**src/rtl/morse_pkg.sv**
```systemverilog
// Shared Morse definitions for the RX decoder and the TX encoder.
// - Letter index constants (A=0..Z=25) and the empty display slot code.
// - Symbol storage types and the receiver FSM state enum.
// - letter_code(): the single letter -> (sym_bits, sym_len) table.
//   Symbols are stored LSB-first (bit 0 is the first symbol); dot=0, dash=1.
package morse_pkg;

  localparam int MAX_SYMS = 4;

  localparam logic [4:0] CHAR_EMPTY = 5'd31;
  localparam logic [4:0] CHAR_A = 5'd0,  CHAR_B = 5'd1,  CHAR_C = 5'd2,  CHAR_D = 5'd3;
  localparam logic [4:0] CHAR_E = 5'd4,  CHAR_F = 5'd5,  CHAR_G = 5'd6,  CHAR_H = 5'd7;
  localparam logic [4:0] CHAR_I = 5'd8,  CHAR_J = 5'd9,  CHAR_K = 5'd10, CHAR_L = 5'd11;
  localparam logic [4:0] CHAR_M = 5'd12, CHAR_N = 5'd13, CHAR_O = 5'd14, CHAR_P = 5'd15;
  localparam logic [4:0] CHAR_Q = 5'd16, CHAR_R = 5'd17, CHAR_S = 5'd18, CHAR_T = 5'd19;
  localparam logic [4:0] CHAR_U = 5'd20, CHAR_V = 5'd21, CHAR_W = 5'd22, CHAR_X = 5'd23;
  localparam logic [4:0] CHAR_Y = 5'd24, CHAR_Z = 5'd25;

  typedef logic [2:0]          sym_len_t;
  typedef logic [MAX_SYMS-1:0] sym_bits_t;

  typedef enum logic [1:0] {IDLE, MARK, SPACE} rx_state_e;

  typedef struct packed {
    sym_bits_t bits;
    sym_len_t  len;
  } morse_code_t;

  // Bits above len are always zero in this table.
  function automatic morse_code_t letter_code(input logic [4:0] idx);
    morse_code_t c;
    c = '{bits: 4'b0000, len: 3'd0};
    case (idx)
      CHAR_A: c = '{bits: 4'b0010, len: 3'd2};  // .-
      CHAR_B: c = '{bits: 4'b0001, len: 3'd4};  // -...
      CHAR_C: c = '{bits: 4'b0101, len: 3'd4};  // -.-.
      CHAR_D: c = '{bits: 4'b0001, len: 3'd3};  // -..
      CHAR_E: c = '{bits: 4'b0000, len: 3'd1};  // .
      CHAR_F: c = '{bits: 4'b0100, len: 3'd4};  // ..-.
      CHAR_G: c = '{bits: 4'b0011, len: 3'd3};  // --.
      CHAR_H: c = '{bits: 4'b0000, len: 3'd4};  // ....
      CHAR_I: c = '{bits: 4'b0000, len: 3'd2};  // ..
      CHAR_J: c = '{bits: 4'b1110, len: 3'd4};  // .---
      CHAR_K: c = '{bits: 4'b0101, len: 3'd3};  // -.-
      CHAR_L: c = '{bits: 4'b0010, len: 3'd4};  // .-..
      CHAR_M: c = '{bits: 4'b0011, len: 3'd2};  // --
      CHAR_N: c = '{bits: 4'b0001, len: 3'd2};  // -.
      CHAR_O: c = '{bits: 4'b0111, len: 3'd3};  // ---
      CHAR_P: c = '{bits: 4'b0110, len: 3'd4};  // .--.
      CHAR_Q: c = '{bits: 4'b1011, len: 3'd4};  // --.-
      CHAR_R: c = '{bits: 4'b0010, len: 3'd3};  // .-.
      CHAR_S: c = '{bits: 4'b0000, len: 3'd3};  // ...
      CHAR_T: c = '{bits: 4'b0001, len: 3'd1};  // -
      CHAR_U: c = '{bits: 4'b0100, len: 3'd3};  // ..-
      CHAR_V: c = '{bits: 4'b1000, len: 3'd4};  // ...-
      CHAR_W: c = '{bits: 4'b0110, len: 3'd3};  // .--
      CHAR_X: c = '{bits: 4'b1001, len: 3'd4};  // -..-
      CHAR_Y: c = '{bits: 4'b1101, len: 3'd4};  // -.--
      CHAR_Z: c = '{bits: 4'b0011, len: 3'd4};  // --..
      default: c = '{bits: 4'b0000, len: 3'd0};
    endcase
    return c;
  endfunction

endpackage

```
**src/rtl/morse_sym_decode.sv**
```systemverilog
// Combinational symbol-group decoder.
// - sym_bits_i / sym_len_i : collected symbols, LSB-first, dot=0 dash=1
// - idx_o                  : letter index (0 when not valid)
// - valid_o                : group matches a letter; length 0 and unused
//                            length-4 patterns are never valid
module morse_sym_decode
  import morse_pkg::*;
(
  input  sym_bits_t  sym_bits_i,
  input  sym_len_t   sym_len_i,
  output logic [4:0] idx_o,
  output logic       valid_o
);

  sym_bits_t mask;
  assign mask = sym_bits_t'((5'd1 << sym_len_i) - 5'd1);

  always_comb begin
    morse_code_t code;
    code    = '0;
    idx_o   = '0;
    valid_o = 1'b0;
    for (int i = 0; i < 26; i++) begin
      code = letter_code(5'(i));
      if (code.len == sym_len_i && code.bits == (sym_bits_i & mask)) begin
        idx_o   = 5'(i);
        valid_o = 1'b1;
      end
    end
  end

endmodule

```
**src/rtl/morse_rx_decoder.sv**
```systemverilog
// Morse receiver: samples iLine on half-second ticks, classifies mark
// runs as dot/dash and space runs as symbol/letter gaps, decodes each
// letter and shifts it into an 8-slot display buffer.
// - iCLK, iRST_n     : clock, synchronous active-low reset
// - iEnable          : low forces IDLE and drops the partial letter
// - iLine            : Morse line (1 = mark), used only on tick cycles
// - iHalfSec         : free-running counter; any change is one tick
// - iClear           : level; empties the display buffer
// - oCharValid/oErr  : 1-cycle pulses for a pushed / discarded letter
// - oCharIdx         : last decoded letter index
// - oDisplayData     : newest letter in [4:0], empty slot = 31
// - oBusy            : receiver in MARK or SPACE
module morse_rx_decoder
  import morse_pkg::*;
#(
  parameter int BUF_CHARS      = 8,
  parameter int DOT_TICKS      = 1,
  parameter int DASH_TICKS     = 3,
  parameter int CHAR_GAP_TICKS = 3
) (
  input  logic                   iCLK,
  input  logic                   iRST_n,
  input  logic                   iEnable,
  input  logic                   iLine,
  input  logic [3:0]             iHalfSec,
  input  logic                   iClear,
  output logic                   oCharValid,
  output logic [4:0]             oCharIdx,
  output logic [5*BUF_CHARS-1:0] oDisplayData,
  output logic                   oErr,
  output logic                   oBusy
);

  localparam int DW = 5 * BUF_CHARS;
  localparam logic [DW-1:0] DISP_EMPTY = {BUF_CHARS{CHAR_EMPTY}};

  logic [3:0]    half_q;
  rx_state_e     state_q, state_d;
  logic [2:0]    mark_q, mark_d, space_q, space_d;
  sym_bits_t     bits_q, bits_d;
  sym_len_t      len_q, len_d;
  logic          bad_q, bad_d;
  logic [DW-1:0] disp_q, disp_d;
  logic [4:0]    idx_q, idx_d;
  logic          valid_q, valid_d, err_q, err_d, busy_q;

  logic       tick;
  logic [4:0] dec_idx;
  logic       dec_ok;

  assign tick = (iHalfSec != half_q);

  morse_sym_decode u_dec (
    .sym_bits_i (bits_q),
    .sym_len_i  (len_q),
    .idx_o      (dec_idx),
    .valid_o    (dec_ok)
  );

  always_comb begin
    state_d = state_q;
    mark_d  = mark_q;
    space_d = space_q;
    bits_d  = bits_q;
    len_d   = len_q;
    bad_d   = bad_q;
    disp_d  = disp_q;
    idx_d   = idx_q;
    valid_d = 1'b0;
    err_d   = 1'b0;

    if (!iEnable) begin
      // Silent abort: no oErr for a letter cut off by disable.
      state_d = IDLE;
      mark_d  = '0;
      space_d = '0;
      bits_d  = '0;
      len_d   = '0;
      bad_d   = 1'b0;
    end else if (tick) begin
      unique case (state_q)
        IDLE: begin
          if (iLine) begin
            state_d = MARK;
            mark_d  = 3'd1;
          end
        end
        MARK: begin
          if (iLine) begin
            if (mark_q != 3'd7) mark_d = mark_q + 3'd1;
          end else begin
            if (len_q == sym_len_t'(MAX_SYMS) ||
                (mark_q != 3'(DOT_TICKS) && mark_q != 3'(DASH_TICKS))) begin
              bad_d = 1'b1;
            end else begin
              bits_d[len_q[1:0]] = (mark_q == 3'(DASH_TICKS));
              len_d              = len_q + 3'd1;
            end
            state_d = SPACE;
            mark_d  = '0;
            space_d = 3'd1;
          end
        end
        SPACE: begin
          if (iLine) begin
            state_d = MARK;
            mark_d  = 3'd1;
            space_d = '0;
          end else if (space_q + 3'd1 == 3'(CHAR_GAP_TICKS)) begin
            // Letter gap reached: decode what was collected and restart.
            if (!bad_q && dec_ok) begin
              disp_d  = {disp_q[DW-6:0], dec_idx};
              idx_d   = dec_idx;
              valid_d = 1'b1;
            end else begin
              err_d = 1'b1;
            end
            state_d = IDLE;
            space_d = '0;
            bits_d  = '0;
            len_d   = '0;
            bad_d   = 1'b0;
          end else begin
            space_d = space_q + 3'd1;
          end
        end
        default: state_d = IDLE;
      endcase
    end

    // Clear overrides a same-cycle push; the pulse and index still go out.
    if (iClear) disp_d = DISP_EMPTY;
  end

  always_ff @(posedge iCLK) begin
    if (!iRST_n) begin
      half_q  <= '0;
      state_q <= IDLE;
      mark_q  <= '0;
      space_q <= '0;
      bits_q  <= '0;
      len_q   <= '0;
      bad_q   <= 1'b0;
      disp_q  <= DISP_EMPTY;
      idx_q   <= '0;
      valid_q <= 1'b0;
      err_q   <= 1'b0;
      busy_q  <= 1'b0;
    end else begin
      half_q  <= iHalfSec;
      state_q <= state_d;
      mark_q  <= mark_d;
      space_q <= space_d;
      bits_q  <= bits_d;
      len_q   <= len_d;
      bad_q   <= bad_d;
      disp_q  <= disp_d;
      idx_q   <= idx_d;
      valid_q <= valid_d;
      err_q   <= err_d;
      busy_q  <= (state_d != IDLE);
    end
  end

  assign oCharValid   = valid_q;
  assign oCharIdx     = idx_q;
  assign oDisplayData = disp_q;
  assign oErr         = err_q;
  assign oBusy        = busy_q;

endmodule

```
**config.mk**
```make
export PLATFORM = sky130hd
export DESIGN_NAME = morse_rx_decoder
export DESIGN_NICKNAME = d
export VERILOG_FILES = /design/src/rtl/morse_pkg.sv /design/src/rtl/morse_sym_decode.sv /design/src/rtl/morse_rx_decoder.sv
export SDC_FILE = /design/constraint.sdc
export NUM_CORES = 1
export LEC_CHECK = 0
export CAP_MARGIN = 15
export CORE_MARGIN = 2
export CORE_UTILIZATION = 50
export CTS_BUF_LIST = sky130_fd_sc_hd__clkbuf_4
export CTS_CLUSTER_DIAMETER = 30
export DETAILED_ROUTE_END_ITERATION = 10
export GPL_TIMING_DRIVEN = 0
export PLACE_DENSITY_LB_ADDON = 0.1
export SYNTH_ARGS = -nofsm -noshare
export SYNTH_HDL_FRONTEND = slang
export SYNTH_SLANG_ARGS = --single-unit
```
**constraint.sdc**
```tcl
create_clock -name iCLK -period 2.9 [get_ports iCLK]
set_input_delay 0.29 -clock iCLK [delete_from_list [all_inputs] [get_ports iCLK]]
set_output_delay 0.29 -clock iCLK [all_outputs]
set_load 0.03 [all_outputs]
```
=== After elaboration in Yosys (flattened, before gate mapping) ===
Index checks and enable logic that the tools add are counted.

* Flip-flop bits (word level): 68
* Input bits: 9
* Output and inout bits: 48
* Logic and storage cells: 189

* Add/sub/neg operators: 4
* $lt $le $gt $ge: 2
* Equality and inequality tests: 32
* Shifts and indexed selects: 1
* Multiplexer cells: 86
* Bitwise operators: 7
* Reduce and logical (&&, ||, !) cells: 45

{| class="wikitable"
|+ Operators by type and width
! kind !! number
|-
| $mux 5 || 10
|-
| $mux 4 || 12
|-
| $mux 3 || 14
|-
| $mux 1 || 34
|-
| $logic_and 1x1->1 || 29
|-
| $eq 4x4->1 const A || 5
|-
| $pmux 3 s2 || 3
|-
| $reduce_and 6->1 || 3
|-
| $eq 3x4->1 const A || 4
|-
| $mux 2 || 8
|-
| $ne 2x2->1 const B || 5
|-
| $add 3x1->3 const B || 3
|-
| $eq 2x4->1 const A || 2
|-
| $pmux 4 s2 || 1
|-
| $eq 2x3->1 const A || 2
|-
| $eq 3x2->1 const B || 2
|-
| $ne 3x3->1 const B || 2
|-
| $not 1->1 || 6
|-
| $pmux 2 s3 || 1
|-
| $reduce_bool 2->1 || 3
|-
| $reduce_or 6->1 || 1
|-
| $and 4x4->4 || 1
|-
| $bwmux 4 || 1
|-
| $eq 1x4->1 const A || 1
|-
| 23 further kinds || 24
|}

=== Depth between registers and ports, before layout ===
Gate-level depths: netlist (run 1).

* Word-level depth: 33
* Depth in mapped cells: 15
* Gate-level depth less buffers: 10

=== Hierarchy ===
Synthesis (run 1) repeated with hierarchy kept, for this count alone.

* Cell total of the unflattened synthesis: 392
* Area, all modules: 3520.9 um2

{| class="wikitable"
|+ By module, submodules not included
! module !! times used !! cells an instance !! area an instance (um2) !! sequential area each (um2)
|-
| morse_rx_decoder || 1 || 303 || 2952.8 || 1361.3
|-
| morse_sym_decode || 1 || 89 || 568.0 || 0.0
|}

=== Least setup slack after synthesis (run 1) ===
No wires, ideal clock.

* Kind: register to register
* Start point: register len_q[2]
* End point: register disp_q[13] (netlist: oDisplayData[13])
* Setup time: 0.129 ns
* Data arrival time: 2.824 ns
* Required time: 2.771 ns
* Setup slack: -0.054 ns
* Stages on the path, launching flop included: 16
* Buffers on the path: 6
* Period minus slack after synthesis: 2.954 ns
* Cell sequence: dfxtp_1 > clkbuf_2 > buf_2 > inv_1 > ha_1 > buf_2 > or3_4 > and3_4 > buf_6 > o211ai_2 > a21boi_2 > a311o_1 > buf_6 > buf_8 > mux2i_1 > nand2_1

* Longest elaborated chain between the ends: 33
* Elaborated cells on any way between the ends: 74
* Those cells by class: add/sub (1); eq/ne (16); shift (1); mux (26); bitwise (1); reduce/logical (29)

{| class="wikitable"
|+ RTL lines
! what !! RTL line !! text
|-
| start: declaration || morse_rx_decoder.sv:41 || <nowiki>sym_len_t len_q, len_d;</nowiki>
|-
| start signal: assignment || morse_rx_decoder.sv:155 || <nowiki>len_q <= len_d;</nowiki>
|-
| $shl 1x3->4 || morse_sym_decode.sv:16 || <nowiki>assign mask = sym_bits_t'((5'd1 << sym_len_i) - 5'd1);</nowiki>
|-
| $sub 4x1->4 || morse_sym_decode.sv:16 ||
|-
| $and 4x4->4 || morse_sym_decode.sv:25 || <nowiki>if (code.len == sym_len_i && code.bits == (sym_bits_i & mask)) begin</nowiki>
|-
| $eq 2x4->1 || morse_sym_decode.sv:25 ||
|-
| $logic_and 1x1->1 || morse_sym_decode.sv:25 ||
|-
| $mux 1 (25 in a row) || morse_sym_decode.sv:25 ||
|-
| $mux 1 (*) || morse_sym_decode.sv:25 ||
|-
| $logic_and 1x1->1 (*) || morse_rx_decoder.sv:111 || <nowiki>if (!bad_q && dec_ok) begin</nowiki>
|-
| $reduce_and 6->1 (no line) (*) || - ||
|-
| end signal: assignment || morse_rx_decoder.sv:157 || <nowiki>disp_q <= disp_d;</nowiki>
|-
| end: declaration || morse_rx_decoder.sv:43 || <nowiki>logic [DW-1:0] disp_q, disp_d;</nowiki>
|}

Every way passes the cells marked *; elsewhere a longest branch is shown, timed or not.
A chain may end at the register's enable or synchronous reset.

=== Worst setup path after layout (run 1) ===
* Start point: register len_q[0]
* End point: register disp_q[18] (netlist: oDisplayData[18])

Same word-level chain as after synthesis.

==> results of run 1 <==
## how the worst max path moves through the flow
| stage | start | endpoint | depth (start not counted) |
|---|---|---|---|
| floorplan | len_q[2] | oDisplayData[13] | 15 |
| global placement | len_q[2] | oDisplayData[20] | 15 |
| detailed placement | len_q[2] | oDisplayData[21] | 15 |
| CTS | len_q[1] | oDisplayData[18] | 13 |
| global route | len_q[0] | oDisplayData[14] | 12 |
| finish | len_q[0] | oDisplayData[18] | 12 |
## where the power goes
part	internal, uW	switching [uW]
combinational	30.7	43.6
sequential	938	3.66
clock	277	394
total	1250	442
## stage by stage
| step | TNS, ns | hold slack, ns | setup WS (ns) |
|---|---|---|---|
| final | 0 | 0.469 | 0.0961 |
| after global routing | -0.0327 | 0.482 | -0.0275 |
| after CTS | 0 | 0.466 | 0.00406 |
| after detailed placement | -11.25 | 0.450 | -0.333 |
| after global placement | -9.28 | 0.446 | -0.260 |
| after floorplan | 0 | 0.412 | 0.0120 |
## flip-flops by register name (all words and copies together) (netlist names)
signal and count:
bad_q 1, oErr 1, oBusy 1, oCharValid 1
mark_q 3, oDisplayData 40, space_q 3, state_q 2
len_q 3, oCharIdx 5, bits_q 4, half_q 4
## placed cells by master, fill, tap and decap left out, drive strengths merged, types with 11 or more instances in the layout
cell type | Yosys | routed
a21oi | 23 | 23
buf | 9 | 20
clkbuf | 13 | 23
clkdlybuf4s50 | 0 | 56
dfxtp | 68 | 68
ha | 11 | 11
inv | 11 | 14
mux2i | 38 | 38
nand2 | 65 | 65
nand3 | 16 | 16
nor2 | 29 | 29
nor2b | 11 | 11
o21ai | 19 | 19
## layer usage
metal	vias to the layer above	global-route usage [%]	routed length, microns
met3	18	3.41	405
met2	98	38.8	4150
li1	1541	-	-
met4	0	10.1	210
met1	1386	27.5	3490
met5	-	0	0
## final cells by class
type / instances / area [sq um]
clock inverters: 7 / 83.8
fillers: 537 / 2190
clock buffers: 9 / 67.6
multi-input cells: 294 / 2040
repair buffers: 71 / 698
well taps: 80 / 100
inverters: 11 / 41.3
flip-flops and latches: 68 / 1370
plain buffers: 20 / 159
## worst max-delay path: stages (launching register included)
cell and delay (ns):
dfxtp_4 0.41, inv_2 0.07, ha_4 0.19, nor3_4 0.27, or3_4 0.21, and3_4 0.25
a21oi_2 0.07, and3_4 0.21, a311o_1 0.37, buf_6 0.16, bufbuf_16 0.27, mux2i_1 0.13
nand2_1 0.06
## what timing repair did
item	4_1_cts	5_1_grt
setup endpoints to repair	45	43
hold buffers	0	0
cloned	1	0
setup buffers	8	6
pin swaps	3	4
hold endpoints to repair	0	0
gates resized for setup	20	16
## cells by family (layout without fill, tap and decap cells)
logic type,after synthesis,after routing,share of synthesized area (%)
AND/OR/NAND/NOR,157,157,22.3
AO/OA/AOI/OAI,79,79,15.3
flip-flops,68,68,39.4
multiplexers,39,39,11.3
buffers and inverters,33,118,5.61
adder cells (fa/ha/maj),11,11,3.98
XOR/XNOR,8,8,2.03
==> impl_metrics.csv, run 1 <==
group,metric,value,unit
yosys,synth_nets,415,
yosys,ys_seq_area_share,39.4,%
min_path,worstHoldStart,"oCharIdx[1]",
final_layout,num_antenna_cells,0,
die,core-area,6760,sq um
die,initial_core_util,51.1,%
min_path,min_path_cells,2,
final_layout,instances_no_fill,560,
yosys,synth_edf_count,0,
min_path,min_to,"oCharIdx[1]",
min_path,hold_path_class,"register to register",
worst_setup_path,crit_type,"register to register",
run,cap_violations,0,
power_and_ir_drop,p_per_area,370,nW/um^2
yosys,ys.flop_type,"dfxtp_1",
routing,avgViaCountPerCell,5.43,
clocking,clkTransAtPathRegs,0.14,ns
routing,wirelength,8.25,mm
clocking,numClockSinks,68,
yosys,synth.distinct_cells,61,
placed_design,place_hpwl,5.74,mm
timing,finalHoldViolations,0,
placed_design,place_area,4120,sq um
timing,finalMaxSlewViolations,0,
placed_design,dp_cells,531,
clocking,htreeDepth,3,
clocking,clock-root-buffer,"clkbuf_4",
die,die_y,87.1,microns
grt,grt_max_degree,15,
run_status,status,"complete, no violations",
power_and_ir_drop,leakagePower,0.00192,uW
worst_setup_path,rr_startpoint,"len_q[0]",
worst_setup_path,r2r_end,"oDisplayData[18]",
final_layout,final_cell_area,4560,sq um
yosys,ys_warn_count,0,
yosys,syn_inst,395,
yosys,synth.top_cell.area_share,39.4,%
die,io_pins,57,
routing,vias,3043,
timing,fin_skew,0.0255,ns
worst_setup_path,end_kind,"register",
worst_setup_path,crit_arrival,3.10,ns
worst_setup_path,r2r_setup_slack,0.1,ns
timing,finalCriticalPeriod,2.80,ns
grt,grt_pass1_wl,13.4,mm
timing,fin_crit_sh,96.7,%
clocking,cts_tree,"yes",
timing,max_slew_margin,62.9,%
grt,antenna_found_initial,0,
grt,grt.total_usage,22.5,%
routing,drt_iter0_drc,164,
worst_setup_path,required,3.20,ns
final_layout,post-route-util,67.6,%
final_layout,areaGrowthSynthToFinish,32.1,%
die,num_rows,30,
worst_setup_path,crit_fanout,6,
die,die_area,7590,sq um
routing,dr.pass1.iters,5,
yosys,synth_commonest_cells,"68 x dfxtp_1, 65 x nand2_1, 38 x mux2i_1",
yosys,synth_most_common_cell,"dfxtp_1",
routing,wl_per_cell,14.7,microns
yosys,syn_area,3450,sq um
routing,route.detailed.drc,0,
worst_setup_path,r2r_cells,12,
routing,ant_nets,0,
final_layout,fin_nets,495,
yosys,synth_seq_cells,68,
timing,worst_pin_slew,0.552,ns
placed_design,io_buffers,56,
yosys,synth_top_area_cell,"dfxtp_1",
yosys,ys_top_cells_by_area,"dfxtp_1 39%, mux2i_1 11%, nand2_1 7.1%, ha_1 4.0%, a21oi_1 3.2%",
clocking,clk_path_buf_depth,2,
yosys,synthArstFlopShare,0,%
power_and_ir_drop,irDropWorstVdd,244,uV
grt,grt_overflow,0,
clocking,clkLatencyLatePin,0.43,ns
clocking,cts_buffers,9,
timing,finalSetupViolCount,0,
grt,grt_pass1_vias,2846,
power_and_ir_drop,finalPower,1690,uW
die,dieWidth,87.1,microns
worst_setup_path,start_kind,"register",
final_layout,drive_above_1_share,16.0,%
placed_design,place_congestion,0.897,
yosys,synth.avg_cell_area,8.75,sq um
timing,fmax,0.357,GHz
(Power assumes the default switching activity.)
==> run 2, diff against run 1 <==
--- a/config.mk
+++ b/config.mk
@@ -9,7 +9,6 @@
 export CORE_MARGIN = 2
 export CORE_UTILIZATION = 50
 export CTS_BUF_LIST = sky130_fd_sc_hd__clkbuf_4
-export CTS_CLUSTER_DIAMETER = 30
 export DETAILED_ROUTE_END_ITERATION = 10
 export GPL_TIMING_DRIVEN = 0
 export PLACE_DENSITY_LB_ADDON = 0.1
==> results of run 2 <==
No change in the layout: final DEF, timing and power equal those of run 1.
